## src/rtl/pc_gen_pkg.sv

```systemverilog
//------------------------------------------------------------------
// pc_gen_pkg: FSM states and step constants for pc_gen. Rev 1.0
//------------------------------------------------------------------
`default_nettype none

package pc_gen_pkg;

   typedef enum logic [1:0] {
      BOOT = 2'd0,
      RUN  = 2'd1,
      HALT = 2'd2
   } state_e;

   localparam int STEP_FULL = 4;
   localparam int STEP_HALF = 2;

   // Bit 0 is never legal; bit 1 is legal only when 2-byte alignment is allowed.
   function automatic logic misaligned(input logic [1:0] low, input logic half_ok);
      return low[0] | (~half_ok & low[1]);
   endfunction

endpackage

`default_nettype wire

```

## src/rtl/pc_next_sel.sv

```systemverilog
//------------------------------------------------------------------
// pc_next_sel: next-PC priority select, alignment check and adder. Rev 1.0
//------------------------------------------------------------------
`default_nettype none

module pc_next_sel
   import pc_gen_pkg::*;
#(
   parameter int XLEN  = 32,
   parameter int C_EXT = 0
) (
   input  state_e            state,
   input  logic [XLEN-1:0]   pc,
   input  logic              pc_ready,
   input  logic              redirect_valid,
   input  logic [XLEN-1:0]   redirect_target,
   input  logic              trap_valid,
   input  logic [XLEN-1:0]   trap_vector,
   input  logic              is_compressed,
   output logic [XLEN-1:0]   next_pc,
   output logic              misalign
);

   localparam logic c_half_ok = (C_EXT != 0);

   logic [XLEN-1:0] w_step;

   assign w_step = (c_half_ok && is_compressed) ? XLEN'(STEP_HALF) : XLEN'(STEP_FULL);

   // A rejected target leaves pc untouched; the sequential step is dropped too.
   always_comb begin
      next_pc  = pc;
      misalign = 1'b0;
      if (trap_valid) begin
         if (misaligned(trap_vector[1:0], c_half_ok)) begin
            misalign = 1'b1;
         end else begin
            next_pc = trap_vector;
         end
      end else if (redirect_valid && (state != BOOT)) begin
         if (misaligned(redirect_target[1:0], c_half_ok)) begin
            misalign = 1'b1;
         end else begin
            next_pc = redirect_target;
         end
      end else if ((state == RUN) && pc_ready) begin
         next_pc = pc + w_step;
      end
   end

endmodule

`default_nettype wire

```

## src/rtl/pc_gen.sv

```systemverilog
//------------------------------------------------------------------
// pc_gen: program counter generator with trap/redirect/halt control. Rev 1.0
//------------------------------------------------------------------
`default_nettype none

module pc_gen
   import pc_gen_pkg::*;
#(
   parameter int              XLEN      = 32,
   parameter logic [XLEN-1:0] RESET_VEC = '0,
   parameter int              C_EXT     = 0
) (
   input  logic              clk,
   input  logic              rst,
   input  logic              pc_ready,
   input  logic              redirect_valid,
   input  logic [XLEN-1:0]   redirect_target,
   input  logic              trap_valid,
   input  logic [XLEN-1:0]   trap_vector,
   input  logic              halt_req,
   input  logic              resume,
   input  logic              is_compressed,
   output logic [XLEN-1:0]   pc,
   output logic              pc_valid,
   output logic              misalign_err,
   output logic              halted
);

   generate
      if ((RESET_VEC[0] == 1'b1) || ((C_EXT == 0) && (RESET_VEC[1] == 1'b1))) begin : g_bad_reset_vec
         $error("pc_gen: RESET_VEC is not aligned for the selected C_EXT");
      end
   endgenerate

   state_e          r_state;
   state_e          w_state_next;
   logic [XLEN-1:0] r_pc;
   logic [XLEN-1:0] w_pc_next;
   logic            r_misalign;
   logic            w_misalign;

   pc_next_sel #(
      .XLEN  (XLEN),
      .C_EXT (C_EXT)
   ) u_next_sel (
      .state           (r_state),
      .pc              (r_pc),
      .pc_ready        (pc_ready),
      .redirect_valid  (redirect_valid),
      .redirect_target (redirect_target),
      .trap_valid      (trap_valid),
      .trap_vector     (trap_vector),
      .is_compressed   (is_compressed),
      .next_pc         (w_pc_next),
      .misalign        (w_misalign)
   );

   always_ff @(posedge clk) begin
      if (rst) begin
         r_state    <= BOOT;
         r_pc       <= RESET_VEC;
         r_misalign <= 1'b0;
      end else begin
         r_state    <= w_state_next;
         r_pc       <= w_pc_next;
         r_misalign <= w_misalign;
      end
   end

   // A trap wakes HALT even when its vector is rejected.
   always_comb begin
      w_state_next = r_state;
      case (r_state)
         BOOT:    w_state_next = RUN;
         RUN:     if (halt_req) w_state_next = HALT;
         HALT:    if (resume || trap_valid) w_state_next = RUN;
         default: w_state_next = BOOT;
      endcase
   end

   assign pc           = r_pc;
   assign pc_valid     = (r_state == RUN);
   assign halted       = (r_state == HALT);
   assign misalign_err = r_misalign;

endmodule

`default_nettype wire

```

## config.mk

```make
export PLATFORM = sky130hd
export DESIGN_NAME = pc_gen
export DESIGN_NICKNAME = d
export VERILOG_FILES = /design/src/rtl/pc_gen_pkg.sv /design/src/rtl/pc_next_sel.sv /design/src/rtl/pc_gen.sv
export SDC_FILE = /design/constraint.sdc
export NUM_CORES = 1
export LEC_CHECK = 0
export ABC_CLOCK_PERIOD_IN_PS = 5900
export CAP_MARGIN = 20
export CORE_AREA = 2 2 75 77
export DETAILED_ROUTE_END_ITERATION = 10
export DIE_AREA = 0 0 77 79
export DONT_BUFFER_PORTS = 1
export PLACE_DENSITY = 0.67
export SYNTH_ARGS = -nofsm -noshare
export SYNTH_HDL_FRONTEND = slang
export SYNTH_SLANG_ARGS = --single-unit
```

## constraint.sdc

```tcl
create_clock -name clk -period 5.9 [get_ports clk]
set_clock_uncertainty 0.2 [all_clocks]
set_input_delay 0.885 -clock clk [delete_from_list [all_inputs] [get_ports clk]]
set_output_delay 0.885 -clock clk [all_outputs]
set_load 0.05 [all_outputs]
```

Yosys cells after proc, flatten, opt, wreduce, memory -nomap -nowiden. Index checks and enable logic that the tools add are counted.

Add/sub/neg operators: 1. Equality and inequality tests: 6. Mux-type cells: 12. Bitwise logic cells: 2. Reductions and logical operators: 8.

Operators by type and width (count): 2-to-1 mux 32 bit (5); adder 32 x 3 -> 32 bit, second input constant (1); case mux 2 bit (3 select lines) (1); 2-to-1 mux 1 bit (4); 2-to-1 mux 2 bit (2); != test 2 bit, second input constant (2); != test 3 bit, second input constant (1); AND reduction 3 bit (1); nonzero test 3 bit (1); equality test 2 x 1 -> 1 bit, second input constant (1); equality test 2 bit, second input constant (1); logical AND 1 bit (2); logical NOT 2 bit (1); != test 2 x 1 -> 1 bit, second input constant (1); bitwise OR 1 bit (2); AND reduction 2 bit (1); nonzero test 2 bit (1); logical OR 1 bit (1).

Register bits: 35. Bits of input ports: 72. Word-level logic and storage cells: 32.

Longest topological paths before layout.
Word-level depth: 5. Gate-level depth with buffers: 8.

Cells and area by module. From an unflattened synthesis, not the netlist that was laid out.

Cell total of the unflattened synthesis: 360. Area, all modules: 2741.4 um^2.

Modules (own cells, without submodules): pc_next_sel (instances 1, cells an instance 281, area an instance 1766.7 um^2); pc_gen (instances 1, cells an instance 79, area an instance 974.7 um^2).

Least setup slack after synthesis. Ideal clock, no wire load.

Path kind: input to register. Start: input trap_vector[1]. End: register r_pc[14], in the netlist pc[14]. Library setup time: 0.130 ns. Data arrival time: 2.178 ns. Slack: 3.392 ns. Stages on the path: 7. Path buffers: 2. Cells stage by stage: or3b_2 nand3_1 a32oi_1 buf_2 buf_4 o211ai_1 o31ai_1.

Word-level cells in the longest chain between the ends: 3.

RTL lines: from (decl) (RTL line pc_gen.sv:19) `input logic [XLEN-1:0] trap_vector,`; bitwise OR 1 bit (RTL line pc_gen_pkg.sv:19) `return low[0] | (~half_ok & low[1]);`; != test 2 bit (no line); AND reduction 3 bit (no line); to (signal assigned) (RTL line pc_gen.sv:65) `r_pc <= w_pc_next;`; to (decl) (RTL line pc_gen.sv:37) `logic [XLEN-1:0] r_pc;`.

No other way between the ends. A chain may end at the register's enable or synchronous reset.

Worst setup path in the final report.
Start: register r_pc[2], in the netlist pc[2]. End: register r_pc[30], in the netlist pc[30].

Word-level cells in the longest chain between the ends: 4.

RTL lines: adder 32 x 3 -> 32 bit (RTL line pc_next_sel.sv:47) `next_pc = pc + w_step;`; 2-to-1 mux 32 bit (RTL line pc_next_sel.sv:46) `end else if ((state == RUN) && pc_ready) begin`; 2-to-1 mux 32 bit (RTL line pc_next_sel.sv:40) `end else if (redirect_valid && (state != BOOT)) begin`; 2-to-1 mux 32 bit (RTL line pc_next_sel.sv:34) `if (trap_valid) begin`.

No other way between the ends. The select of a mux whose other input is x is not followed.

==> impl_metrics.env <==
export IMPL_highest_layer="met4"
export IMPL_viasPerCell=6.48
export IMPL_ios=107
export IMPL_fin_tns_setup_ns=0
export IMPL_max_freq_mhz=324
export IMPL_layout_commonest_cell="nand2_1"
export IMPL_dpl_cell_area_um2=2560
export IMPL_tightestPinTransition_ns=0.987
export IMPL_antenna_found_initial=2
export IMPL_wl_met1_um=3200
export IMPL_p_comb_frac=0.167
export IMPL_io_buffers=0
export IMPL_gp_congestion=0.822
export IMPL_synth_warning_count=0
export IMPL_vias=2638
export IMPL_syn_instance_count=349
export IMPL_drive_above_1_share=0.0811
export IMPL_cts_buffers=5
export IMPL_fin_crit_sh=0.523
export IMPL_multi_input_area_um2=1700
export IMPL_core_area_um2=5340
export IMPL_dp_cells=397
export IMPL_synth_edf_count=0
export IMPL_clock_sinks=35
export IMPL_die_height_um=79
export IMPL_crit_path_start="pc[2]$_SDFFE_PP0P_"
export IMPL_gr_total_overflow=0
export IMPL_grt_util_all_layers=0.249
export IMPL_grt_pass1_vias=2371
export IMPL_cts_clk_slew_worst_paths_ns=0.07
export IMPL_r2r_end="pc[30]$_SDFFE_PP0P_"
export IMPL_post_cts_buffers=0
export IMPL_setup_viol=0
export IMPL_switching_power_mw=0.230
export IMPL_crit_type="reg2reg"
export IMPL_p_int_mw=0.400
export IMPL_preCtsSetupSlack_ns=2.79
export IMPL_initial_utilization=0.482
export IMPL_wire_per_inst_um=18.5
export IMPL_rsz0062_at_grt="false"
export IMPL_relSlewSlack=0.339
export IMPL_pwr_share_seq=0.525
export IMPL_worst_slack_ns=2.81
export IMPL_cts_tree="built"
export IMPL_grt_max_degree=50
export IMPL_slew_viol_final=0
export IMPL_avgSynthCellArea_um2=7.37
export IMPL_clk_latency_ns=0.28
export IMPL_syn_area_um2=2570
export IMPL_grt_first_pass_wirelength_um=12200
export IMPL_cp_max_fo=11
export IMPL_r2r_start="pc[2]$_SDFFE_PP0P_"
export IMPL_wirelength_um=7520
export IMPL_p_total_mw=0.631
export IMPL_die_area_um2=6080
export IMPL_stdcell_count=407
export IMPL_area_delta_synth_final_pct=3.55
export IMPL_wl_met2_um=3550
export IMPL_vdd_drop_max_mv=0.115
export IMPL_outcome="finished, final reports clean"
export IMPL_finalNetCount=405
export IMPL_drc_errors=0
export IMPL_holdBufCountCts=0
export IMPL_fp_dieW_um=77
export IMPL_ctsLongestPathBuffers=2
export IMPL_rows=27
export IMPL_fillers=550
export IMPL_hold_path_class="reg2reg"
export IMPL_root_buffer="clkbuf_8"
export IMPL_ys_types=67
export IMPL_rr_worst_depth=6
export IMPL_crit_arrival_ns=3.06
export IMPL_hold_viol_final=0
export IMPL_drt_initial_drc_count=264
export IMPL_worstSetupStartpointType="register"
export IMPL_min_delay_start="r_state[1]$_SDFFE_PP0P_"
export IMPL_yosysSeqAreaShare=0.272
export IMPL_hpwl_um=5260
export IMPL_endpoint="pc[30]$_SDFFE_PP0P_"
export IMPL_hold_depth=3
export IMPL_syn_num_nets=422
export IMPL_regArea_um2=701
export IMPL_drt_pre_antenna_iters=4
export IMPL_design_area_um2=2670
export IMPL_cp_required_ns=5.87
export IMPL_power_density_nw_per_um2=237
export IMPL_r2r_slack_ns=2.81
export IMPL_wl_met3_um=679
export IMPL_ys_ff_latch=35
export IMPL_post_cts_resized=0
export IMPL_end_kind="register"
export IMPL_h_tree_depth=2
export IMPL_synthArstFlopShare=0
export IMPL_pwr_share_clk=0.308
export IMPL_p_leak_nw=0.884
export IMPL_ant_nets=0
export IMPL_timing_final_crit_period_ns=3.09
export IMPL_swShare=0.365
export IMPL_final_cell_mix="nand2_1, dfxtp_1, nor2_1, a21oi_1, o21ai_0"
export IMPL_maxCapViolCount=0
export IMPL_synthFlopType="dfxtp_1"
## power by group through the flow
stage	logic, mW	clock network [mW]	registers (mW)
after global placement	0.103	0	0.336
after CTS	0.105	0.199	0.331
final	0.105	0.194	0.331
after floorplan	0.0956	0	0.328
after detailed placement	0.105	0	0.337
after global routing	0.118	0.212	0.335
## logic make-up after synthesis
family / Yosys count / share of synthesized area
XOR/XNOR: 3 / 0.0102
flip-flops: 35 / 0.272
AO/OA/AOI/OAI: 127 / 0.333
buffers and inverters: 39 / 0.0710
adder cells (fa/ha/maj): 1 / 0.00486
multiplexers: 4 / 0.0160
AND/OR/NAND/NOR: 140 / 0.293
## how the worst min path moves through the flow
stage                               to  slack [ns]
2_1_floorplan  r_state[1]$_SDFFE_PP0P_        0.45
3_3_place_gp   r_state[1]$_SDFFE_PP0P_        0.43
3_5_place_dp   r_state[1]$_SDFFE_PP0P_        0.44
4_1_cts             pc[6]$_SDFFE_PP0P_        0.45
5_1_grt             pc[6]$_SDFFE_PP0P_        0.45
6_report       r_state[1]$_SDFFE_PP0P_        0.47
## layer usage
metal  vias to the layer above  GRT usage
li1                       1291          -
met1                      1231      0.318
met2                       108      0.402
met3                         8     0.0830
met4                         0     0.0696
met5                         -          0
## Yosys cell counts, types with 5 or more instances
cell type,n,share of area
nand4_1,8,0.019
nand2_1,42,0.061
o211ai_1,5,0.015
nand3_1,11,0.021
nor3_1,15,0.029
inv_1,10,0.015
buf_2,8,0.016
a21oi_1,32,0.062
a31oi_1,8,0.019
clkbuf_1,13,0.019
a221oi_1,6,0.020
nor2_1,34,0.050
o21ai_0,26,0.051
a211oi_1,11,0.032
dfxtp_1,35,0.27
## flip-flops by register name (all words and copies together), names as in the netlist
name / flops
pc: 32
r_state: 2
misalign_err: 1
## stage by stage
step                utilization  hold slack [ns]
floorplan                     -            0.453
global placement          0.480            0.428
detailed placement        0.480            0.444
CTS                       0.498            0.454
global route              0.499            0.446
finish                    0.499            0.465
## critical path, stage by stage, from the launching register on
cell and delay [ns]:
dfxtp_1 0.78, ha_1 0.33, nand3_2 0.19, nor4_4 0.75
nand4_1 0.19, mux2i_1 0.16, a2111oi_0 0.38
## area by class of cell
| cell class | instances | area share |
|---|---|---|
| inverter | 11 | 0.0155 |
| tap | 72 | 0.0338 |
| timing repair buffer | 4 | 0.0113 |
| multi-input combinational | 275 | 0.637 |
| clock buffer | 8 | 0.0376 |
| sequential | 35 | 0.263 |
| antenna | 2 | 0.00188 |
No activity file was read; power rests on OpenSTA's default activity.
